--- src/rtl/ahb_sram_if.sv ---
// AHB-Lite slave front end for four byte-lane SRAM banks, with a BIST stall and illegal-transfer detection.
// Define AHB_SRAM_ERR_RESP_EN to give illegal transfers the two-cycle ERROR response; otherwise they complete OKAY.
module ahb_sram_if #(
   parameter int SRAM_AW = 13,
   parameter int HADDR_W = 32,
   parameter int NBANK   = 4
) (
   input  logic               sram_clk,
   input  logic               sram_rst,
   input  logic               hsel,
   input  logic [HADDR_W-1:0] haddr,
   input  logic [1:0]         htrans,
   input  logic               hwrite,
   input  logic [2:0]         hsize,
   input  logic [31:0]        hwdata,
   input  logic               hready,
   output logic               hreadyout,
   output logic               hresp,
   output logic [31:0]        hrdata,
   output logic [SRAM_AW-1:0] sram_addr,
   output logic [31:0]        sram_wdata,
   output logic [NBANK-1:0]   sram_wen,
   output logic [NBANK-1:0]   sram_csn,
   input  logic [31:0]        sram_rdata,
   input  logic               bist_en,
   input  logic [NBANK-1:0]   b_done,
   input  logic [NBANK-1:0]   b_fail,
   output logic               bist_busy,
   output logic               bist_fail
);

   localparam logic [2:0] ST_IDLE   = 3'd0;
   localparam logic [2:0] ST_ACCESS = 3'd1;
   localparam logic [2:0] ST_STALL  = 3'd2;
   localparam logic [2:0] ST_ERR1   = 3'd3;
   localparam logic [2:0] ST_ERR2   = 3'd4;

   logic [2:0]         state, state_nx, decode_nx;
   logic [SRAM_AW-1:0] addr_p0;
   logic               write_p0, ill_p0;
   logic [NBANK-1:0]   mask_p0, mask_a;
   logic               accept, take, illegal, in_access;
   logic               unused_haddr;

   assign unused_haddr = ^haddr[HADDR_W-1:SRAM_AW+2];

   assign bist_busy = bist_en & ~&b_done;
   assign accept    = hsel & hready & htrans[1];
   // ERR2 drops any accept so the errored master can cancel its pipelined transfer
   assign take      = accept & ((state == ST_IDLE) | (state == ST_ACCESS));

   assign illegal = (hsize > 3'b010)
                  | ((hsize == 3'b001) & haddr[0])
                  | ((hsize == 3'b010) & (|haddr[1:0]));

   always_comb begin
      mask_a = 4'b1111;
      case (hsize)
         3'b000:  mask_a = 4'b0001 << haddr[1:0];
         3'b001:  mask_a = haddr[1] ? 4'b1100 : 4'b0011;
         default: mask_a = 4'b1111;
      endcase
   end

   always_comb begin
      decode_nx = ST_IDLE;
      if (accept) begin
         if (illegal) begin
`ifdef AHB_SRAM_ERR_RESP_EN
            decode_nx = ST_ERR1;
`else
            decode_nx = ST_ACCESS;
`endif
         end else if (bist_busy) begin
            decode_nx = ST_STALL;
         end else begin
            decode_nx = ST_ACCESS;
         end
      end
   end

   always_comb begin
      state_nx = ST_IDLE;
      case (state)
         ST_IDLE, ST_ACCESS: state_nx = decode_nx;
         ST_STALL:           state_nx = bist_busy ? ST_STALL : ST_ACCESS;
         ST_ERR1:            state_nx = ST_ERR2;
         default:            state_nx = ST_IDLE;
      endcase
   end

   // Address phase -> data phase register
   always_ff @(posedge sram_clk or posedge sram_rst) begin
      if (sram_rst) begin
         state     <= ST_IDLE;
         addr_p0   <= '0;
         write_p0  <= 1'b0;
         ill_p0    <= 1'b0;
         mask_p0   <= '0;
         bist_fail <= 1'b0;
      end else begin
         state <= state_nx;
         if (take) begin
            addr_p0  <= haddr[SRAM_AW+1:2];
            write_p0 <= hwrite;
            ill_p0   <= illegal;
            mask_p0  <= mask_a;
         end
         if (|b_fail) bist_fail <= 1'b1;
      end
   end

   // Data phase: bank strobes and read return
   assign in_access  = (state == ST_ACCESS) & ~ill_p0;
   assign sram_addr  = addr_p0;
   assign sram_wdata = hwdata;
   assign sram_csn   = in_access ? (write_p0 ? ~mask_p0 : '0) : '1;
   assign sram_wen   = (in_access & write_p0) ? ~mask_p0 : '1;
   assign hrdata     = (in_access & ~write_p0) ? sram_rdata : '0;
   assign hreadyout  = ~((state == ST_STALL) | (state == ST_ERR1));
   assign hresp      = (state == ST_ERR1) | (state == ST_ERR2);

endmodule
--- config.mk ---
export PLATFORM = sky130hd
export DESIGN_NAME = ahb_sram_if
export DESIGN_NICKNAME = d
export VERILOG_FILES = /design/src/rtl/ahb_sram_if.sv
export SDC_FILE = /design/constraint.sdc
export NUM_CORES = 1
export LEC_CHECK = 0
export ABC_CLOCK_PERIOD_IN_PS = 2750
export CAP_MARGIN = 20
export CORE_MARGIN = 10
export CORE_UTILIZATION = 28
export CTS_BUF_LIST = sky130_fd_sc_hd__clkbuf_16
export CTS_CLUSTER_DIAMETER = 120
export DETAILED_ROUTE_END_ITERATION = 12
export PLACE_DENSITY = 0.83
export SLEW_MARGIN = 20
export SYNTH_ARGS = -nofsm -noshare
export SYNTH_HDL_FRONTEND = slang
export SYNTH_SLANG_ARGS = --single-unit
--- constraint.sdc ---
create_clock -name sram_clk -period 2.75 [get_ports sram_clk]
set_input_delay 0.6875 -clock sram_clk [delete_from_list [all_inputs] [get_ports sram_clk]]
set_output_delay 0.6875 -clock sram_clk [all_outputs]
set_load 0.05 [all_outputs]
Word-level counts from Yosys, hierarchy flattened

Index checks and enable logic that the tools add are counted.
W data, S select, Z words.

Register bits: 23
Logic and storage cells: 49
Bits of input ports: 115
Output and inout bits: 89

Reduce and logical (&&, ||, !) cells: 7
Muxes and demuxes: 10
Shifts and indexed selects: 1
Magnitude comparators: 1
Equal/unequal tests: 6
Bitwise operators: 18

Operators with widths:

| cell                  | count |
|---|---|
| $mux W32              | 1 |
| $mux W4               | 4 |
| $and A1 B1 Y1         | 9 |
| $eq A3 B2 Y1 const B  | 3 |
| $pmux W3 S3           | 1 |
| $pmux W4 S2           | 1 |
| $eq A3 B1 Y1 const B  | 2 |
| $logic_not A3 Y1      | 2 |
| $mux W2               | 3 |
| $or A1 B1 Y1          | 5 |
| $not A4 Y4            | 1 |
| $reduce_and A4 Y1     | 1 |
| $reduce_or A2 Y1      | 2 |
| $reduce_or A4 Y1      | 1 |
| $shl A1 B2 Y4 const A | 1 |
| $eq A3 B3 Y1 const B  | 1 |
| $gt A3 B2 Y1 const B  | 1 |
| $not A1 Y1            | 3 |
| $logic_not A1 Y1      | 1 |

Longest topological paths before layout

Gate-level depths: netlist (run 1).

Depth in word-level cells: 7
Gate-level depth with buffers: 4
Mapped depth without buffers: 4

Worst setup path before layout (run 1)

OpenSTA, ideal clock, no wires.

Path type: register to output
Start: register write_p0
End: output sram_csn[0]
Cell stages (with the launch flop): 4
Data arrival time: 1.683 ns
Required time: 2.062 ns
Path slack: 0.379 ns
Buffers on the path: 1
Cell sequence: dfrtp_1 inv_1 clkbuf_1 o21ai_0

Word-level cells in the longest chain between the ends: 2

RTL lines:

| element                | line | source |
|---|---|---|
| start, declared        | 40   | `logic write_p0, ill_p0;` |
| start signal, assigned | 105  | `write_p0 <= hwrite;` |
| $mux W4 (2 in series)  | 117  | `assign sram_csn = in_access ? (write_p0 ? ~mask_p0 : '0) : '1;` |
| end, declared          | 23   | `output logic [NBANK-1:0] sram_csn,` |

No other way between the ends.

Worst setup path in the final report (run 1)

Start: register state[1]
End: output hrdata[16]

Word-level cells in the longest chain between the ends: 4

RTL lines:

| element                | line | source |
|---|---|---|
| start, declared        | 38   | `logic [2:0] state, state_nx, decode_nx;` |
| start signal, assigned | 102  | `state <= state_nx;` |
| $eq A3 B1 Y1           | 114  | `assign in_access = (state == ST_ACCESS) & ~ill_p0;` |
| $and A1 B1 Y1          | 114  |  |
| $and A1 B1 Y1          | 119  | `assign hrdata = (in_access & ~write_p0) ? sram_rdata : '0;` |
| $mux W32               | 119  |  |
| end, declared          | 19   | `output logic [31:0] hrdata,` |

No other way between the ends.

==> reports/results.ini, run 1 <==
[outcome]
status=finished clean

[setup_path]
cp.arrival_ns=1.85
r2r_cells=3
r2r_end=sram_addr[12]
start_kind=flip-flop
cp_cell_sequence=nor4b_4 > buf_4 > and3_1 > buf_12
cp_max_fo=32
cp-endpoint=hrdata[16]
r2r_setup_slack_ns=1.10
r2r-start=state[1]
crit_required_ns=2.06
endpoint_kind=output port
slowest_stage=dfrtp_1
cp-startpoint=state[1]
crit_type=reg -> out
cp_slowest_stage_delay_ns=0.45

[placed_design]
place_ws_ns=0.395
routabilityCongestion=0.824
dp_hpwl_um=5070
portBuffers=121

[route]
post_drt_wl_per_cell_um=18.8
postRouteWirelength_um=5960
drc=0
viasPerCell=4.74
antenna_left=0
drt_iter0_markers=12
num_vias=1501
dr.pass1.iters=4

[global_routing]
grt_max_degree=35
track_usage_pct=11.6
antenna_found_initial=0
grt_pass1_wl_um=8670
gr-total-overflow=0
first_global_vias=1579

[run]
cap_violations=0

[sta]
min_period_ns=2.54
fmaxAchievable_ghz=0.394
timing.final.crit_share_pct=92.2
fin_tns_setup_ns=0
hold_viol=0
finalSetupViolCount=0
hold-worst-slack_ns=0.479
maxSlewViolCount=0
worstMarginPinSlew_ns=0.875
finClkSkew_ns=0.00420
relSlewSlack_pct=41.6
setup_ws_ns=0.214
rsz0062_at_grt=false

[clocking]
numCtsBuffers=3
clk_path_buf_depth=2
cts_tree=built
post_cts_buffers=0
clk_pin_slew_ns=0.06
clockRootBuffer=clkbuf_16
ctsHoldBuffers=0
htreeDepth=1
clk-insertion-delay-late_ns=0.25
ctsResizeCount=0
clock_sinks=23

[synthesis]
syn_inst=158
synth-compound-area-share_pct=6.87
synth_top_area_share_pct=35.1
synth-seq-area-share_pct=35.1
ys_ff_latch=23
async_flop_share_pct=100
synth_nets=273
synth_edf_count=0
syn_avg_cell_area_um2=10.4
synth_top_family_by_area=simple AND/OR/NAND/NOR gates
ys_top_cells_by_area=dfrtp_1 (35%), buf_4 (15%), mux2_4 (15%), and3_1 (7.6%), and3_2 (5.5%)
synth_top_flop_cell=dfrtp_1
muxShareOfSynthArea_pct=14.7
synth_area_um2=1640
yosys_warnings=0
synth_top_area_cell=dfrtp_1
synthAdderAreaFrac_pct=0
ys_types=30
yosysMostFrequentCell=buf_4
synth-simple-area-share_pct=22.4
synthXorXnorAreaFrac_pct=0
synthTopCellsByCount=buf_4 (32), dfrtp_1 (23), and3_1 (20), mux2_4 (16), and3_2 (12)

[die]
num_io_pins=204
coreArea_um2=5610
die-area_um2=9310
rows=27
die_y_um=96.5
initial_utilization_pct=29.2
fp.dieW_um=96.5

[pwr]
p_leak_nw=1.33
power_density_nw_per_um2=423
vdd_drop_max_mv=0.429

[layout]
syn_to_final_growth_pct=84.1
fin_nets=361
drive_gt1_share_pct=32.7
antenna_cells=0

[hold_path]
hold_path.class=reg -> reg

[power by group]
group          internal, mW  switching (mW)  total (mW)
clock network         0.195           0.117       0.312
logic                 0.256           0.282       0.537
registers             0.391          0.0347       0.426
[cells by family after synthesis]
family | count (synthesis)
DFF | 23
muxes | 16
buffers and inverters | 45
AOI/OAI and AO/OA | 19
and+or+nand+nor | 55
[routing by layer]
metal / global-route usage, % / routed length [um] / up-vias
met4: 2.18 / 23 / 0
met1: 13.2 / 2280 / 691
met3: 6.86 / 1060 / 4
li1: - / - / 689
met2: 18.4 / 2610 / 117
met5: 0 / 0 / -
[cells in the final DEF, fill, tap and decap left out, drive strengths merged]
cell,count
clkdlybuf4s50,79
buf,44
and3,32
dfrtp,23
mux2,16
o21ai,9
nand2,6
inv,5
nor2,4
a21oi,3
clkbuf,3
and2,3
a31oi,2
nor3,2
nand4,2
nor3b,2
o21bai,1
nand3,1
or2b,1
o2bb2ai,1
nor4b,1
a21boi,1
o22a,1
a21o,1
nor2b,1
clkinv,1
[worst max-delay path: cells and delay by family, from the launching register on]
family,cells,cell delay [ns]
buf+inv,2,0.49
flops,1,0.45
simple gates,2,0.64
[worst min-delay path by stage]
stage | from | endpoint | slack (ns) | depth (start not counted)
CTS | bist_fail | bist_fail | 0.49 | 2
detailed placement | bist_fail | bist_fail | 0.48 | 2
global placement | bist_fail | bist_fail | 0.47 | 2
finish | bist_fail | bist_fail | 0.48 | 2
global route | bist_fail | bist_fail | 0.52 | 2
floorplan | mask_p0[0] | mask_p0[0] | 0.50 | 1
[stage by stage]
step / utilization [%] / instance area (um2) / cells / power, mW
final: 53.8 / 3020 / 317 / 1.28
after global routing: 53.8 / 3020 / 317 / 1.33
after CTS: 53.8 / 3020 / 317 / 1.29
after detailed placement: 52.4 / 2940 / 313 / 0.973
after global placement: 52.4 / 2940 / 313 / 0.960
after floorplan: - / 1640 / 158 / 0.857
[layout make-up]
cell class | count | area, um2
clock buffer | 3 | 75.1
clock inverter | 1 | 5.00
fill | 482 | 2590
inverter | 5 | 18.8
multi-input combinational | 90 | 719
sequential | 23 | 576
tap | 72 | 90.1
timing repair buffer | 123 | 1530
[sequential cells by signal, summed over array words and instances (netlist names)]
| register | count |
|---|---|
| bist_fail | 1 |
| ill_p0 | 1 |
| write_p0 | 1 |
| sram_addr | 13 |
| mask_p0 | 4 |
| state | 3 |
(Power assumes the default switching activity.)
==> run 2, diff against run 1 <==
Settings changed: PLACE_DENSITY 0.83 to 0.95.
==> run 2 against run 1 <==
Net effect: core utilization shrank 0.13 points; non-clock buffer count down 1; combinational power hardly changed; critical endpoint is now hrdata[17]; power barely moved; critical path type unchanged; highest routed layer unchanged; first-iteration DRC count grew to 2.8 times the previous value; cell count decreased by 0.32%; critical path depth did not move; sequential share of layout area is essentially flat.
==> reports/results.ini, run 2 (synthesized netlist as in run 1, its figures left out) <==
[route]
viasPerCell=4.78  ; was 4.74
antenna_left=0  ; unchanged
drc=0  ; unchanged
drt_iter0_markers=33  ; was 12
dr.pass1.iters=3  ; was 4
post_drt_wl_per_cell_um=19.3  ; was 18.8 um
num_vias=1511  ; was 1501
postRouteWirelength_um=6090  ; was 5960 um

[pwr]
p_leak_nw=1.33  ; about the same
power_density_nw_per_um2=423  ; about the same
vdd_drop_max_mv=0.373  ; was 0.429 mV
p_total_mw=1.27  ; was 1.28 mW

[die]
coreArea_um2=5610  ; unchanged
die-area_um2=9310  ; unchanged
num_io_pins=204  ; unchanged
rows=27  ; unchanged
fp.dieW_um=96.5  ; unchanged
initial_utilization_pct=29.2  ; unchanged
die_y_um=96.5  ; unchanged

[global_routing]
antenna_found_initial=0  ; unchanged
grt_max_degree=38  ; was 35
first_global_vias=1683  ; was 1579
gr-total-overflow=0  ; unchanged
track_usage_pct=11.9  ; was 11.6%
grt_pass1_wl_um=8760  ; was 8670 um

[sta]
finalSetupViolCount=0  ; unchanged
finClkSkew_ns=0.000666  ; was 0.00420 ns
fmaxAchievable_ghz=0.401  ; was 0.394 GHz
fin_tns_setup_ns=0  ; unchanged
timing.final.crit_share_pct=90.7  ; was 92.2%
min_period_ns=2.49  ; was 2.54 ns
hold_viol=0  ; unchanged
relSlewSlack_pct=43.5  ; was 41.6%
rsz0062_at_grt=false  ; unchanged
hold-worst-slack_ns=0.506  ; was 0.479 ns
worstMarginPinSlew_ns=0.847  ; was 0.875 ns
maxSlewViolCount=0  ; unchanged

[hold_path]
hp-start=bist_fail  ; unchanged
whs_path_depth=2  ; unchanged
hold_path.class=reg -> reg  ; unchanged

[clocking]
clock_sinks=23  ; unchanged
clk_pin_slew_ns=0.06  ; about the same
post_cts_buffers=0  ; unchanged
clk_path_buf_depth=2  ; unchanged
cts_tree=built  ; unchanged
numCtsBuffers=3  ; unchanged
ctsResizeCount=0  ; unchanged
htreeDepth=1  ; unchanged
clk-insertion-delay-late_ns=0.26  ; was 0.25 ns
ctsHoldBuffers=0  ; unchanged
clockRootBuffer=clkbuf_16  ; unchanged

[layout]
drive_gt1_share_pct=32.4  ; was 32.7%
antenna_cells=0  ; unchanged
syn_to_final_growth_pct=83.7  ; was 84.1%
fin_nets=360  ; was 361
n_fill_cell=480  ; was 482
largest_reg_flops=13  ; unchanged
final_common_cell=clkdlybuf4s50_1  ; unchanged
final_cell_mix=clkdlybuf4s50_1 (79), buf_12 (33), dfrtp_1 (23), and3_1 (20), mux2_4 (16)  ; unchanged

[placed_design]
routabilityCongestion=0.870  ; was 0.824
portBuffers=121  ; unchanged
dp_hpwl_um=5240  ; was 5070 um

[setup_path]
crit_type=reg -> out  ; unchanged
crit_required_ns=2.06  ; about the same
cp-startpoint=state[1]  ; unchanged
cp.arrival_ns=1.81  ; was 1.85 ns
cp_max_fo=34  ; was 32
r2r-start=state[1]  ; unchanged
r2r_cells=3  ; unchanged
endpoint_kind=output port  ; unchanged
start_kind=flip-flop  ; unchanged

[outcome]
status=finished clean  ; unchanged

[run]
cap_violations=0  ; unchanged

run 2: area by class of cell:
| cell class | count | area (um2) | area share [%] |
|---|---|---|---|
| Inverter | 5 | 18.8 | 0.623 |
| Multi-Input combinational cell | 90 | 719 | 23.9 |
| Clock buffer | 3 | 75.1 | 2.49 |
| Sequential cell | 23 | 576 | 19.1 |
| Tap cell | 72 | 90.1 | 2.99 |
| Timing Repair Buffer | 122 | 1530 | 50.7 |
| Clock inverter | 1 | 5.00 | 0.166 |
run 2: critical path: stages, from the launching register on:
cell	delay [ns]
dfrtp_1	0.46
nor4b_4	0.34
buf_4	0.33
and3_1	0.27
buf_12	0.15
run 2: report_power, final:
group	switching [mW]	internal (mW)	total, mW
clock	0.118	0.196	0.313
sequential	0.0354	0.391	0.426
combinational	0.283	0.252	0.535
total	0.436	0.839	1.27
run 2: path summary, 6_finish.rpt:
kind                       slack, ns            end
hold reg to reg                 0.51      bist_fail
setup reg to reg                1.09  sram_addr[12]
hold / removal                  0.51      bist_fail
min in group asynchronous       0.90   sram_addr[0]
max in group asynchronous       1.32  sram_addr[12]
setup / recovery                0.26     hrdata[17]
run 2: metal layers:
metal	vias to the layer above	wire, um	track usage [%]
li1	685	-	-
met5	-	0	0
met1	701	2290	12.0
met3	10	890	6.17
met2	115	2820	21.3
met4	0	81	2.91
run 2: per-stage QoR:
step | utilization (%) | instances | setup WS [ns] | instance area (um2)
5_1_grt | 53.7 | 316 | 0.108 | 3010
3_5_place_dp | 52.3 | 312 | 0.408 | 2930
6_report | 53.7 | 316 | 0.256 | 3010
4_1_cts | 53.7 | 316 | 0.214 | 3010
2_1_floorplan | - | 158 | 0.379 | 1640
3_3_place_gp | 52.3 | 312 | 0.435 | 2930
